File: config.mk
export PLATFORM = sky130hd
export DESIGN_NAME = multi_capture_timer
export DESIGN_NICKNAME = d
export VERILOG_FILES = /design/src/rtl/timer_pkg.sv /design/src/rtl/capture_channel.sv /design/src/rtl/multi_capture_timer.sv
export SDC_FILE = /design/constraint.sdc
export NUM_CORES = 1
export LEC_CHECK = 0
export BUFFER_PORTS_ARGS = -buffer_cell sky130_fd_sc_hd__buf_2
export CORE_UTILIZATION = 57
export CTS_CLUSTER_SIZE = 28
export DETAILED_ROUTE_END_ITERATION = 10
export PLACE_DENSITY_LB_ADDON = 0.08
export SLEW_MARGIN = 20
export SYNTH_ARGS = -nofsm -noshare
export SYNTH_HDL_FRONTEND = slang
export SYNTH_SLANG_ARGS = --single-unit
File: constraint.sdc
create_clock -name S_AXI_ACLK -period 5.5 [get_ports S_AXI_ACLK]
set_input_delay 0.275 -clock S_AXI_ACLK [delete_from_list [all_inputs] [get_ports S_AXI_ACLK]]
set_output_delay 0.275 -clock S_AXI_ACLK [all_outputs]
set_load 0.1 [all_outputs]
File: src/rtl/timer_pkg.sv
// timer_pkg
// Shared definitions for multi_capture_timer and its capture_channel
// sub-module: the per-channel state encoding and default parameter values.
// Build option: CAPTURE_SYNC_EN (used in capture_channel) adds input
// synchronisers.
package timer_pkg;

  // Per-channel state encoding; 2'b11 is unused and recovers to IDLE.
  typedef enum logic [1:0] {
    ST_IDLE  = 2'b00,
    ST_COUNT = 2'b01,
    ST_HOLD  = 2'b10
  } tstate_t;

  localparam int DEF_WIDTH = 32;
  localparam int DEF_PRE_W = 8;
  localparam int DEF_NCH   = 4;

endpackage

File: src/rtl/capture_channel.sv
// capture_channel
// One capture timer channel: FSM (IDLE/COUNT/HOLD), prescale counter,
// measurement counter and sticky overflow flag.
// Build option: CAPTURE_SYNC_EN routes timer_enable, capture_gate and rearm
// through a 2-flop synchroniser (reset to 0) before the FSM.
// Ports:
//   clk, rst          clock, asynchronous active-high reset
//   timer_enable      run enable
//   capture_gate      stop/capture request
//   rearm             restart from HOLD
//   overflow_enable   allow overflow flag to set on wrap
//   overflow_clear    clear sticky overflow flag
//   prescale          tick every prescale+1 cycles
//   capture_complete  high while in HOLD
//   overflow_flag     sticky overflow
//   count_out         current/captured count
module capture_channel
  import timer_pkg::*;
#(
  parameter int WIDTH = DEF_WIDTH,
  parameter int PRE_W = DEF_PRE_W
) (
  input  logic             clk,
  input  logic             rst,
  input  logic             timer_enable,
  input  logic             capture_gate,
  input  logic             rearm,
  input  logic             overflow_enable,
  input  logic             overflow_clear,
  input  logic [PRE_W-1:0] prescale,
  output logic             capture_complete,
  output logic             overflow_flag,
  output logic [WIDTH-1:0] count_out
);

  localparam logic [WIDTH-1:0] CNT_ONE = WIDTH'(1);
  localparam logic [PRE_W-1:0] PRE_ONE = PRE_W'(1);

  logic en;
  logic gate;
  logic rearm_in;

`ifdef CAPTURE_SYNC_EN
  logic [1:0] en_sync;
  logic [1:0] gate_sync;
  logic [1:0] rearm_sync;

  // Two-stage synchronisers for the control inputs.
  always_ff @(posedge clk or posedge rst) begin
    if (rst) begin
      en_sync    <= 2'b00;
      gate_sync  <= 2'b00;
      rearm_sync <= 2'b00;
    end else begin
      en_sync    <= {en_sync[0], timer_enable};
      gate_sync  <= {gate_sync[0], capture_gate};
      rearm_sync <= {rearm_sync[0], rearm};
    end
  end

  assign en       = en_sync[1];
  assign gate     = gate_sync[1];
  assign rearm_in = rearm_sync[1];
`else
  assign en       = timer_enable;
  assign gate     = capture_gate;
  assign rearm_in = rearm;
`endif

  tstate_t          state;
  tstate_t          state_nxt;
  logic [WIDTH-1:0] count;
  logic [WIDTH-1:0] count_nxt;
  logic [PRE_W-1:0] pre_cnt;
  logic [PRE_W-1:0] pre_nxt;
  logic             flag;
  logic             flag_nxt;
  logic             wrap;

  // State register.
  always_ff @(posedge clk or posedge rst) begin
    if (rst) begin
      state <= ST_IDLE;
    end else begin
      state <= state_nxt;
    end
  end

  // Next-state logic.
  always_comb begin
    state_nxt = ST_IDLE;
    case (state)
      ST_IDLE: begin
        if (en) begin
          state_nxt = ST_COUNT;
        end else begin
          state_nxt = ST_IDLE;
        end
      end
      ST_COUNT: begin
        if (gate || !en) begin
          state_nxt = ST_HOLD;
        end else begin
          state_nxt = ST_COUNT;
        end
      end
      ST_HOLD: begin
        if (!en) begin
          state_nxt = ST_IDLE;
        end else if (rearm_in) begin
          state_nxt = ST_COUNT;
        end else begin
          state_nxt = ST_HOLD;
        end
      end
      default: begin
        state_nxt = ST_IDLE;
      end
    endcase
  end

  // Output decode and datapath next values.
  always_comb begin
    count_nxt        = count;
    pre_nxt          = pre_cnt;
    wrap             = 1'b0;
    capture_complete = (state == ST_HOLD);
    case (state)
      ST_IDLE: begin
        count_nxt = '0;
        pre_nxt   = '0;
      end
      ST_COUNT: begin
        // The edge that leaves COUNT freezes the count without ticking.
        if (!gate && en) begin
          // >= so a prescale lowered mid-count below pre_cnt ticks at once.
          if (pre_cnt >= prescale) begin
            pre_nxt   = '0;
            count_nxt = count + CNT_ONE;
            wrap      = &count;
          end else begin
            pre_nxt = pre_cnt + PRE_ONE;
          end
        end else begin
          count_nxt = count;
          pre_nxt   = pre_cnt;
        end
      end
      ST_HOLD: begin
        // Both exits (to IDLE or rearm to COUNT) restart from zero.
        if (state_nxt != ST_HOLD) begin
          count_nxt = '0;
          pre_nxt   = '0;
        end else begin
          count_nxt = count;
          pre_nxt   = pre_cnt;
        end
      end
      default: begin
        count_nxt = '0;
        pre_nxt   = '0;
      end
    endcase

    // A set on the same edge as a clear wins.
    if (wrap && overflow_enable) begin
      flag_nxt = 1'b1;
    end else if (overflow_clear || (state == ST_IDLE && state_nxt == ST_COUNT)) begin
      flag_nxt = 1'b0;
    end else begin
      flag_nxt = flag;
    end
  end

  // Counter, prescaler and overflow flag registers.
  always_ff @(posedge clk or posedge rst) begin
    if (rst) begin
      count   <= '0;
      pre_cnt <= '0;
      flag    <= 1'b0;
    end else begin
      count   <= count_nxt;
      pre_cnt <= pre_nxt;
      flag    <= flag_nxt;
    end
  end

  assign count_out     = count;
  assign overflow_flag = flag;

endmodule

File: src/rtl/multi_capture_timer.sv
// multi_capture_timer
// NCH independent capture timer channels sharing one prescale setting.
// Build option: CAPTURE_SYNC_EN adds 2-flop synchronisers on timer_enable,
// capture_gate and rearm inside every channel (+2 cycles input latency).
// Ports:
//   S_AXI_ACLK        bus clock, rising edge
//   AXI_RESET         asynchronous active-high reset
//   timer_enable      [NCH] per-channel run enable
//   capture_gate      [NCH] per-channel capture request
//   rearm             [NCH] per-channel restart from HOLD
//   overflow_enable   [NCH] allow overflow flag to set
//   overflow_clear    [NCH] clear sticky overflow flag
//   prescale          shared divider, tick every prescale+1 cycles
//   capture_complete  [NCH] high while channel in HOLD
//   overflow_flag     [NCH] sticky overflow per channel
//   cap_timer_out     [NCH*WIDTH] channel c at bits [c*WIDTH +: WIDTH]
module multi_capture_timer
  import timer_pkg::*;
#(
  parameter int WIDTH = DEF_WIDTH,
  parameter int NCH   = DEF_NCH,
  parameter int PRE_W = DEF_PRE_W
) (
  input  logic                 S_AXI_ACLK,
  input  logic                 AXI_RESET,
  input  logic [NCH-1:0]       timer_enable,
  input  logic [NCH-1:0]       capture_gate,
  input  logic [NCH-1:0]       rearm,
  input  logic [NCH-1:0]       overflow_enable,
  input  logic [NCH-1:0]       overflow_clear,
  input  logic [PRE_W-1:0]     prescale,
  output logic [NCH-1:0]       capture_complete,
  output logic [NCH-1:0]       overflow_flag,
  output logic [NCH*WIDTH-1:0] cap_timer_out
);

  for (genvar c = 0; c < NCH; c++) begin : g_ch
    capture_channel #(
      .WIDTH (WIDTH),
      .PRE_W (PRE_W)
    ) u_ch (
      .clk              (S_AXI_ACLK),
      .rst              (AXI_RESET),
      .timer_enable     (timer_enable[c]),
      .capture_gate     (capture_gate[c]),
      .rearm            (rearm[c]),
      .overflow_enable  (overflow_enable[c]),
      .overflow_clear   (overflow_clear[c]),
      .prescale         (prescale),
      .capture_complete (capture_complete[c]),
      .overflow_flag    (overflow_flag[c]),
      .count_out        (cap_timer_out[c*WIDTH +: WIDTH])
    );
  end

endmodule

### Word-level counts from Yosys, hierarchy flattened

Cells that the tools add are included.

* shift-type cells: 0
* reductions and logical operators: 48
* equal/unequal tests: 28
* $mul: 0
* divide/modulo/power cells: 0
* bitwise operators: 0
* $add $sub $neg: 8
* order comparisons: 4
* multiplexer cells: 72

Operator list (count)
* 2-to-1 mux 32 bit: 12
* one-hot mux 32 bit (2 select lines): 4
* adder 32 x 1 -> 32 bit, second input constant: 4
* AND reduction 32 bit: 4
* 2-to-1 mux 8 bit: 12
* one-hot mux 8 bit (2 select lines): 4
* adder 8 x 1 -> 8 bit, second input constant: 4
* >= comparator 8 bit: 4
* 2-to-1 mux 1 bit: 24
* 2-to-1 mux 2 bit: 12
* one-hot mux 2 bit (3 select lines): 4
* == test 2 x 1 -> 1 bit, second input constant: 8
* != test 2 x 1 -> 1 bit, second input constant: 8
* != test 2 bit, second input constant: 8
* logical AND 1 bit: 12
* AND reduction 3 bit: 4
* == test 2 bit, second input constant: 4
* logical NOT 1 bit: 8
* logical NOT 2 bit: 4
* logical OR 1 bit: 8
* AND reduction 2 bit: 4
* nonzero test 2 bit: 4

* output and inout bits: 136
* RAM bits: 0
* logic and storage cells: 176
* latch bits: 0
* register bits after elaboration: 172
* memory bits (read-only): 0
* memories kept: 0

### Depth between registers and ports, before layout

Gate-level depths: netlist (run 1).

* depth after elaboration: 9
* depth in mapped cells: 10
* depth with buffers taken out: 8

### Cells and area by module

Synthesis (run 1) repeated with hierarchy kept, for this count alone.

* cell total of the unflattened synthesis: 1219
* area total of the unflattened synthesis: 10903.0 µm²

Modules (own cells, without submodules)
* capture_channel (g_ch[0].u_ch ...): cells each 305, instances 3, area an instance 2726.4 µm²
* capture_channel (g_ch[3].u_ch): cells each 304, instances 1, area an instance 2723.9 µm²

### Worst setup path before layout (run 1)

OpenSTA, ideal clock, no wires.

* kind: register to register
* start point: register g_ch[0].u_ch.count[6]
* end point: register g_ch[0].u_ch.count[21]
* data arrival time: 2624 ps
* period minus slack after synthesis: 2756 ps
* path buffers: 1
* path slack: 2744 ps
* cell stages (with the launch flop): 8
* setup time: 132 ps
* cells stage by stage: dfrtp_1 > and4_1 > nand4_1 > or2_2 > clkbuf_1 > nor4b_1 > xnor2_1 > nor2_1

* cells in the longest elaborated chain, start to end: 4

RTL lines
* from (decl): RTL line capture_channel.sv:72 `logic [WIDTH-1:0] count;`
* from (signal assigned): RTL line capture_channel.sv:182 `count <= count_nxt;`
* adder 32 x 1 -> 32 bit: RTL line capture_channel.sv:139 `count_nxt = count + CNT_ONE;`
* 2-to-1 mux 32 bit: RTL line capture_channel.sv:137 `if (pre_cnt >= prescale) begin`
* 2-to-1 mux 32 bit: RTL line capture_channel.sv:135 `if (!gate && en) begin`
* one-hot mux 32 bit (2 select lines): RTL line capture_channel.sv:128 `case (state)`

No other way between the ends. The select of a mux whose other input is x is not followed.
A chain may end at the register's enable or synchronous reset.

### Worst setup path in the final report (run 1)

* start point: register g_ch[2].u_ch.pre_cnt[0]
* end point: register g_ch[2].u_ch.count[24]

* cells in the longest elaborated chain, start to end: 3

RTL lines
* from (decl): RTL line capture_channel.sv:74 `logic [PRE_W-1:0] pre_cnt;`
* from (signal assigned): RTL line capture_channel.sv:183 `pre_cnt <= pre_nxt;`
* >= comparator 8 bit: RTL line capture_channel.sv:137
* != test 2 x 1 -> 1 bit (no source line)
* AND reduction 3 bit (no source line)
* to (signal assigned): RTL line capture_channel.sv:182
* to (decl): RTL line capture_channel.sv:72

No other way between the ends.

==> flow_metrics.tcl, run 1 <==
set metrics [dict create \
    start_util 0.587 \
    worstSetupEndpointType "flip-flop" \
    setup.worst_path.class "flip-flop to flip-flop" \
    powerDensity_nw_per_um2 266 \
    fin_setup_tns_ps 0 \
    num_io_pins 166 \
    grt_max_degree 71 \
    synthCells 1075 \
    slowest_stage "nand2_1" \
    ant_nets 0 \
    tritoncts "yes" \
    dpl.hpwl_microns 15600 \
    wl_microns 22400 \
    clockBufferDepth 2 \
    cts_num_sinks 172 \
    drv_cap 0 \
    layout_setup_ws_ps 2030 \
    synthFlopType "dfrtp_1" \
    cp.arrival_ps 3820 \
    routed_via_density 5.87 \
    max-vdd-ir-drop_mv 0.221 \
    insertion_delay_ps 430 \
    p_sw_uw 988 \
    synth-seq-cells 172 \
    syn_area_sq_um 9760 \
    rsz0062_at_grt "no" \
    critPathLaunchType "flip-flop" \
    die_w_microns 133 \
    path_buf_inv 1 \
    die_height_microns 133 \
    synthesis.nets 1145 \
    final-setup-viol-count 0 \
    grt_usage 0.265 \
    tritoncts.num_buffers 17 \
    power_frac_seq 0.454 \
    antenna_found_initial 1 \
    detail_route.wl_per_cell_microns 15.4 \
    synth_most_common_cell "dfrtp_1" \
    hp-class "primary input to flip-flop" \
    firstDrtPassIters 4 \
    cts_root_buf "clkbuf_16" \
    p_int_uw 2010 \
    cts_resized 0 \
    drt_iter0_drc 467 \
    grt_pass1_vias 7994 \
    fin_nets 1291 \
    tightestPinTransition_ps 1010 \
    post_synth.cell_area_avg_sq_um 9.08 \
    outcome "finished clean" \
    ys_top_cells_by_area "dfrtp_1 44%, xnor2_1 6.6%, ha_1 5.1%" \
    die_area_sq_um 17700 \
    numPortBuffers 165 \
    core-area_sq_um 16600 \
    p_leak_uw 0.00496 \
    hold_ws_ps 33.8 \
    areaGrowthSynthToFinish_pct 15.4 \
    synth.largest_area_cell "dfrtp_1" \
    p_comb_frac 0.176 \
    hold_path_depth 2 \
    finClkSkew_ps 11.9 \
    power_frac_clock 0.370 \
    synth-async-reset-ratio 1.00 \
    grt_pass1_wl_microns 38100 \
    yosysSeqAreaShare 0.441 \
    synthTopCellsByCount "172 x dfrtp_1, 117 x nor2_1, 100 x nand2_1" \
    synth-edff-count 0 \
    cp.depth 8 \
    yosysWarnings 0 \
    critPathTopFamily "simple AND/OR/NAND/NOR gates" \
    finalHoldViolations 0 \
    finalCoreUtilization 0.677 \
    vias 8546 \
    crit_path_max_incr_delay_ps 820 \
    crit_chain "inv_1 -> ha_1 -> nand2b_1 -> a2111oi_0 -> o31ai_2 -> nand2_1 -> or4_1 -> a21oi_1" \
    drv_slew 0 \
    min_period_over_period 0.631 \
    place_ws_ps 1570 \
    grt-ovfl-total 0 \
    reg2regPathDepth 8 \
    layout-drive-gt1-share 0.184 \
    ys_types 58 \
    synth_top_area_frac 0.441 \
    path_clk_slew_ps 70 \
    fp-row-count 47 \
    critPathRequiredTime_ps 5850 \
    place_congestion 0.788 \
    slew_headroom 0.326 \
    max_freq_mhz 288 \
    drc 0 \
    p_sw_frac 0.330 \
    htree_levels 4 \
    period_needed_ps 3470 \
    cp_max_fo 36 \
]
layout by cell type (no fill, tap or decap), types with 21 or more instances in the layout:
cell type and instances:
ha_1 40, inv_1 35, xnor2_1 74, or3_1 24, nor3_1 33, a21oi_1 50, nand4_1 33, nor4_1 29
nand3_1 61, nand2_1 100, o31ai_1 21, nor2_1 115, dfrtp_1 172, buf_2 165, o21ai_0 55
cell type report:
class	instances	area (sq um)
repair buffers	174	896
well taps	220	275
inverters	38	148
clock inverters	13	92.6
clock buffers	19	443
multi-input cells	818	5110
flip-flops and latches	172	4300
diodes	1	2.50
fillers	1398	5370
metrics by stage:
step,area (sq um),total power (uW),std cells
global placement,10700,1900,1421
CTS,11300,3020,1454
global route,11300,3130,1455
finish,11300,3000,1455
detailed placement,10700,1910,1421
floorplan,9760,1790,1075
repair_timing:
action,in CTS,in global routing
endpoints found under the hold margin,36,0
hold buffers,1,0
setup buffers,0,0
cells by family after synthesis:
| logic type | after synthesis | share of synthesized area |
|---|---|---|
| simple gates | 517 | 0.281 |
| compound gates | 173 | 0.110 |
| flops | 172 | 0.441 |
| xor+xnor | 87 | 0.0780 |
| buf+inv | 85 | 0.0377 |
| fa+ha+maj | 40 | 0.0513 |
| mux | 1 | 0.00103 |
layer usage:
| metal | global-route usage | up-vias | share of wire |
|---|---|---|---|
| li1 | - | 4143 | - |
| met1 | 0.360 | 4183 | 0.46 |
| met2 | 0.431 | 199 | 0.48 |
| met3 | 0.0487 | 21 | 0.043 |
| met4 | 0.0824 | 0 | 0.014 |
| met5 | 0 | - | 0 |
power by group through the flow:
stage / clock network [uW] / logic, uW / registers [uW]
after floorplan: 0 / 299 / 1490
after global placement: 0 / 520 / 1380
after detailed placement: 0 / 527 / 1380
after CTS: 1130 / 530 / 1360
after global routing: 1180 / 585 / 1370
final: 1110 / 528 / 1360
flip-flops by register name, indices dropped and copies added, names as in the netlist:
signal / flops
g_ch.u_ch.count_out: 128
g_ch.u_ch.overflow_flag: 4
g_ch.u_ch.pre_cnt: 32
g_ch.u_ch.state: 8
path summary, 6_finish.rpt:
| check | from | end | slack (ps) |
|---|---|---|---|
| worst max register to register | g_ch[2].u_ch.pre_cnt[0]$_DFFE_PP0P_ | g_ch[2].u_ch.count_out[24]$_DFFE_PP0P_ | 2030 |
| worst min register to register | g_ch[0].u_ch.pre_cnt[7]$_DFFE_PP0P_ | g_ch[0].u_ch.pre_cnt[7]$_DFFE_PP0P_ | 490 |
| worst max-delay path | g_ch[2].u_ch.pre_cnt[0]$_DFFE_PP0P_ | g_ch[2].u_ch.count_out[24]$_DFFE_PP0P_ | 2030 |
| max in group asynchronous | AXI_RESET | g_ch[2].u_ch.count_out[26]$_DFFE_PP0P_ | 3910 |
| worst min-delay path | overflow_clear[1] | g_ch[1].u_ch.overflow_flag$_DFFE_PP0P_ | 30 |
| min in group asynchronous | AXI_RESET | g_ch[1].u_ch.state[0]$_DFF_PP0_ | 390 |
worst reg2reg max path, cell delays in order, from the launching register on:
cell and delay [ps]:
dfrtp_1 400, inv_1 60, ha_1 260, nand2b_1 100
a2111oi_0 140, o31ai_2 720, nand2_1 820, or4_1 730
a21oi_1 170
No activity file was read; power rests on OpenSTA's default activity.
==> run 2, diff against run 1 <==
Clock period 5.5 ns to 3.5 ns, I/O delays scaled along.
==> flow_metrics.tcl, run 2 (same netlist as run 1, synthesis figures left out) <==
set metrics [dict create \
    tightestPinTransition_ps 738 \
    cts_hold_buf 6 \
    powerDensity_nw_per_um2 445 \
    firstDrtPassIters 5 \
    place_congestion 0.807 \
    post_cts_buffers 0 \
    r2r_end "g_ch[3].u_ch.count_out[4]$_DFFE_PP0P_" \
    drt_iter0_drc 484 \
    r2r-start "g_ch[3].u_ch.pre_cnt[0]$_DFFE_PP0P_" \
    max-vdd-ir-drop_mv 0.395 \
    die_w_microns 133 \
    final_common_cell "dfrtp_1" \
    finalHoldViolations 0 \
    final_cell_mix "172 x dfrtp_1, 165 x buf_2, 116 x nor2_1, 100 x nand2_1, 74 x xnor2_1" \
    grt_max_degree 63 \
    fin_setup_tns_ps 0 \
    final-setup-viol-count 0 \
    diodes 0 \
    tritoncts "yes" \
    start_util 0.587 \
    fill_cells 1382 \
    cp_max_fo 14 \
    period_needed_ps 2730 \
    layout-drive-gt1-share 0.188 \
    detail_route.wl_per_cell_microns 15.5 \
    hold_path_depth 3 \
    largest_reg_flops 128 \
    reg2regPathDepth 9 \
    drv_slew 0 \
    tritoncts.num_buffers 17 \
    num_io_pins 166 \
    drv_cap 0 \
    layout_setup_ws_ps 772 \
    ant_nets 0 \
    reg2reg_slack_ps 770 \
    cts_root_buf "clkbuf_16" \
    min_period_over_period 0.779 \
    path_clk_slew_ps 70 \
    fin_nets 1309 \
    grt-ovfl-total 0 \
    dpl.hpwl_microns 15700 \
    core-area_sq_um 16600 \
    grt_usage 0.267 \
    htree_levels 4 \
    whs_endpoint "g_ch[0].u_ch.overflow_flag$_DFFE_PP0P_" \
    fp-row-count 47 \
    wl_microns 22800 \
    rsz0062_at_grt "no" \
    place_ws_ps 788 \
    routed_via_density 5.81 \
    cts_num_sinks 172 \
    worstSetupEndpointType "flip-flop" \
    antenna_found_initial 0 \
    finClkSkew_ps 9.42 \
    grt_pass1_vias 8079 \
    fin_area_sq_um 11600 \
    drc 0 \
    p_leak_uw 0.00512 \
    die_area_sq_um 17700 \
    insertion_delay_ps 440 \
    grt_pass1_wl_microns 38600 \
    vias 8551 \
    slew_headroom 0.508 \
    setup.worst_path.class "flip-flop to flip-flop" \
    max_freq_mhz 367 \
    numPortBuffers 165 \
    cp.arrival_ps 3040 \
    critPathLaunchType "flip-flop" \
    critPathRequiredTime_ps 3810 \
    placed_cell_area_sq_um 10800 \
    cts_resized 0 \
    outcome "finished clean" \
    hp-class "primary input to flip-flop" \
    areaGrowthSynthToFinish_pct 18.6 \
    clockBufferDepth 2 \
    die_height_microns 133 \
    hold_start "overflow_clear[0]" \
]
==> run 2: changes by cell type in the layout (fill, tap and decap cells not counted), moves of 2 or more <==
cell	delta
clkinv_2	-4
clkinvlp_4	-2
buf_4	+9
clkbuf_8	+3
bufinv_16	+5
buf_12	+3
dlygate4sd3_1	+6
inv_6	-4
==> run 2: worst max-delay path: stages (launching register included) <==
cell and delay, ps:
dfrtp_1 400, inv_1 60, ha_1 260, nand2b_1 140, a2111oi_0 580, o2111a_1 550, buf_4 290, or2_2 160
or3_1 110, a21oi_1 60
==> run 2: worst max path at each step <==
| stage | startpoint | cells past startpoint | slack [ps] | to |
|---|---|---|---|---|
| floorplan | g_ch[0].u_ch.count_out[6]$_DFFE_PP0P_ | 7 | 740 | g_ch[0].u_ch.count_out[21]$_DFFE_PP0P_ |
| global placement | g_ch[3].u_ch.pre_cnt[0]$_DFFE_PP0P_ | 9 | 920 | g_ch[3].u_ch.count_out[4]$_DFFE_PP0P_ |
| detailed placement | g_ch[3].u_ch.pre_cnt[0]$_DFFE_PP0P_ | 9 | 790 | g_ch[3].u_ch.count_out[4]$_DFFE_PP0P_ |
| CTS | g_ch[3].u_ch.pre_cnt[0]$_DFFE_PP0P_ | 9 | 790 | g_ch[3].u_ch.count_out[4]$_DFFE_PP0P_ |
| global route | g_ch[2].u_ch.pre_cnt[0]$_DFFE_PP0P_ | 10 | 620 | g_ch[2].u_ch.count_out[17]$_DFFE_PP0P_ |
| finish | g_ch[3].u_ch.pre_cnt[0]$_DFFE_PP0P_ | 9 | 770 | g_ch[3].u_ch.count_out[4]$_DFFE_PP0P_ |
==> run 2: where the power goes <==
part	leakage (uW)	internal, uW	switching, uW
clock network	0.000320	1350	807
logic	0.00241	209	650
registers	0.00238	2050	89.1
==> run 2: area by class of cell <==
class	instances	area, sq um	share of cell area
well taps	220	275	0.0238
flip-flops and latches	172	4300	0.372
clock buffers	23	488	0.0421
clock inverters	9	183	0.0158
inverters	38	146	0.0126
repair buffers	192	1080	0.0936
multi-input cells	818	5100	0.440
==> run 2: metrics by stage <==
step                      cells  power (uW)   util  hold WS, ps
after floorplan            1075        2810      -          288
after global placement     1432        3010  0.650          382
after detailed placement   1432        3020  0.650          387
after CTS                  1470        5170  0.694         3.94
after global routing       1472        5340  0.696         35.9
final                      1472        5150  0.696         11.1
==> run 2: layer usage <==
| metal | part of all wire | track usage |
|---|---|---|
| met1 | 0.47 | 0.367 |
| met5 | 0 | 0 |
| met4 | 0.012 | 0.0862 |
| met2 | 0.48 | 0.429 |
| met3 | 0.041 | 0.0460 |
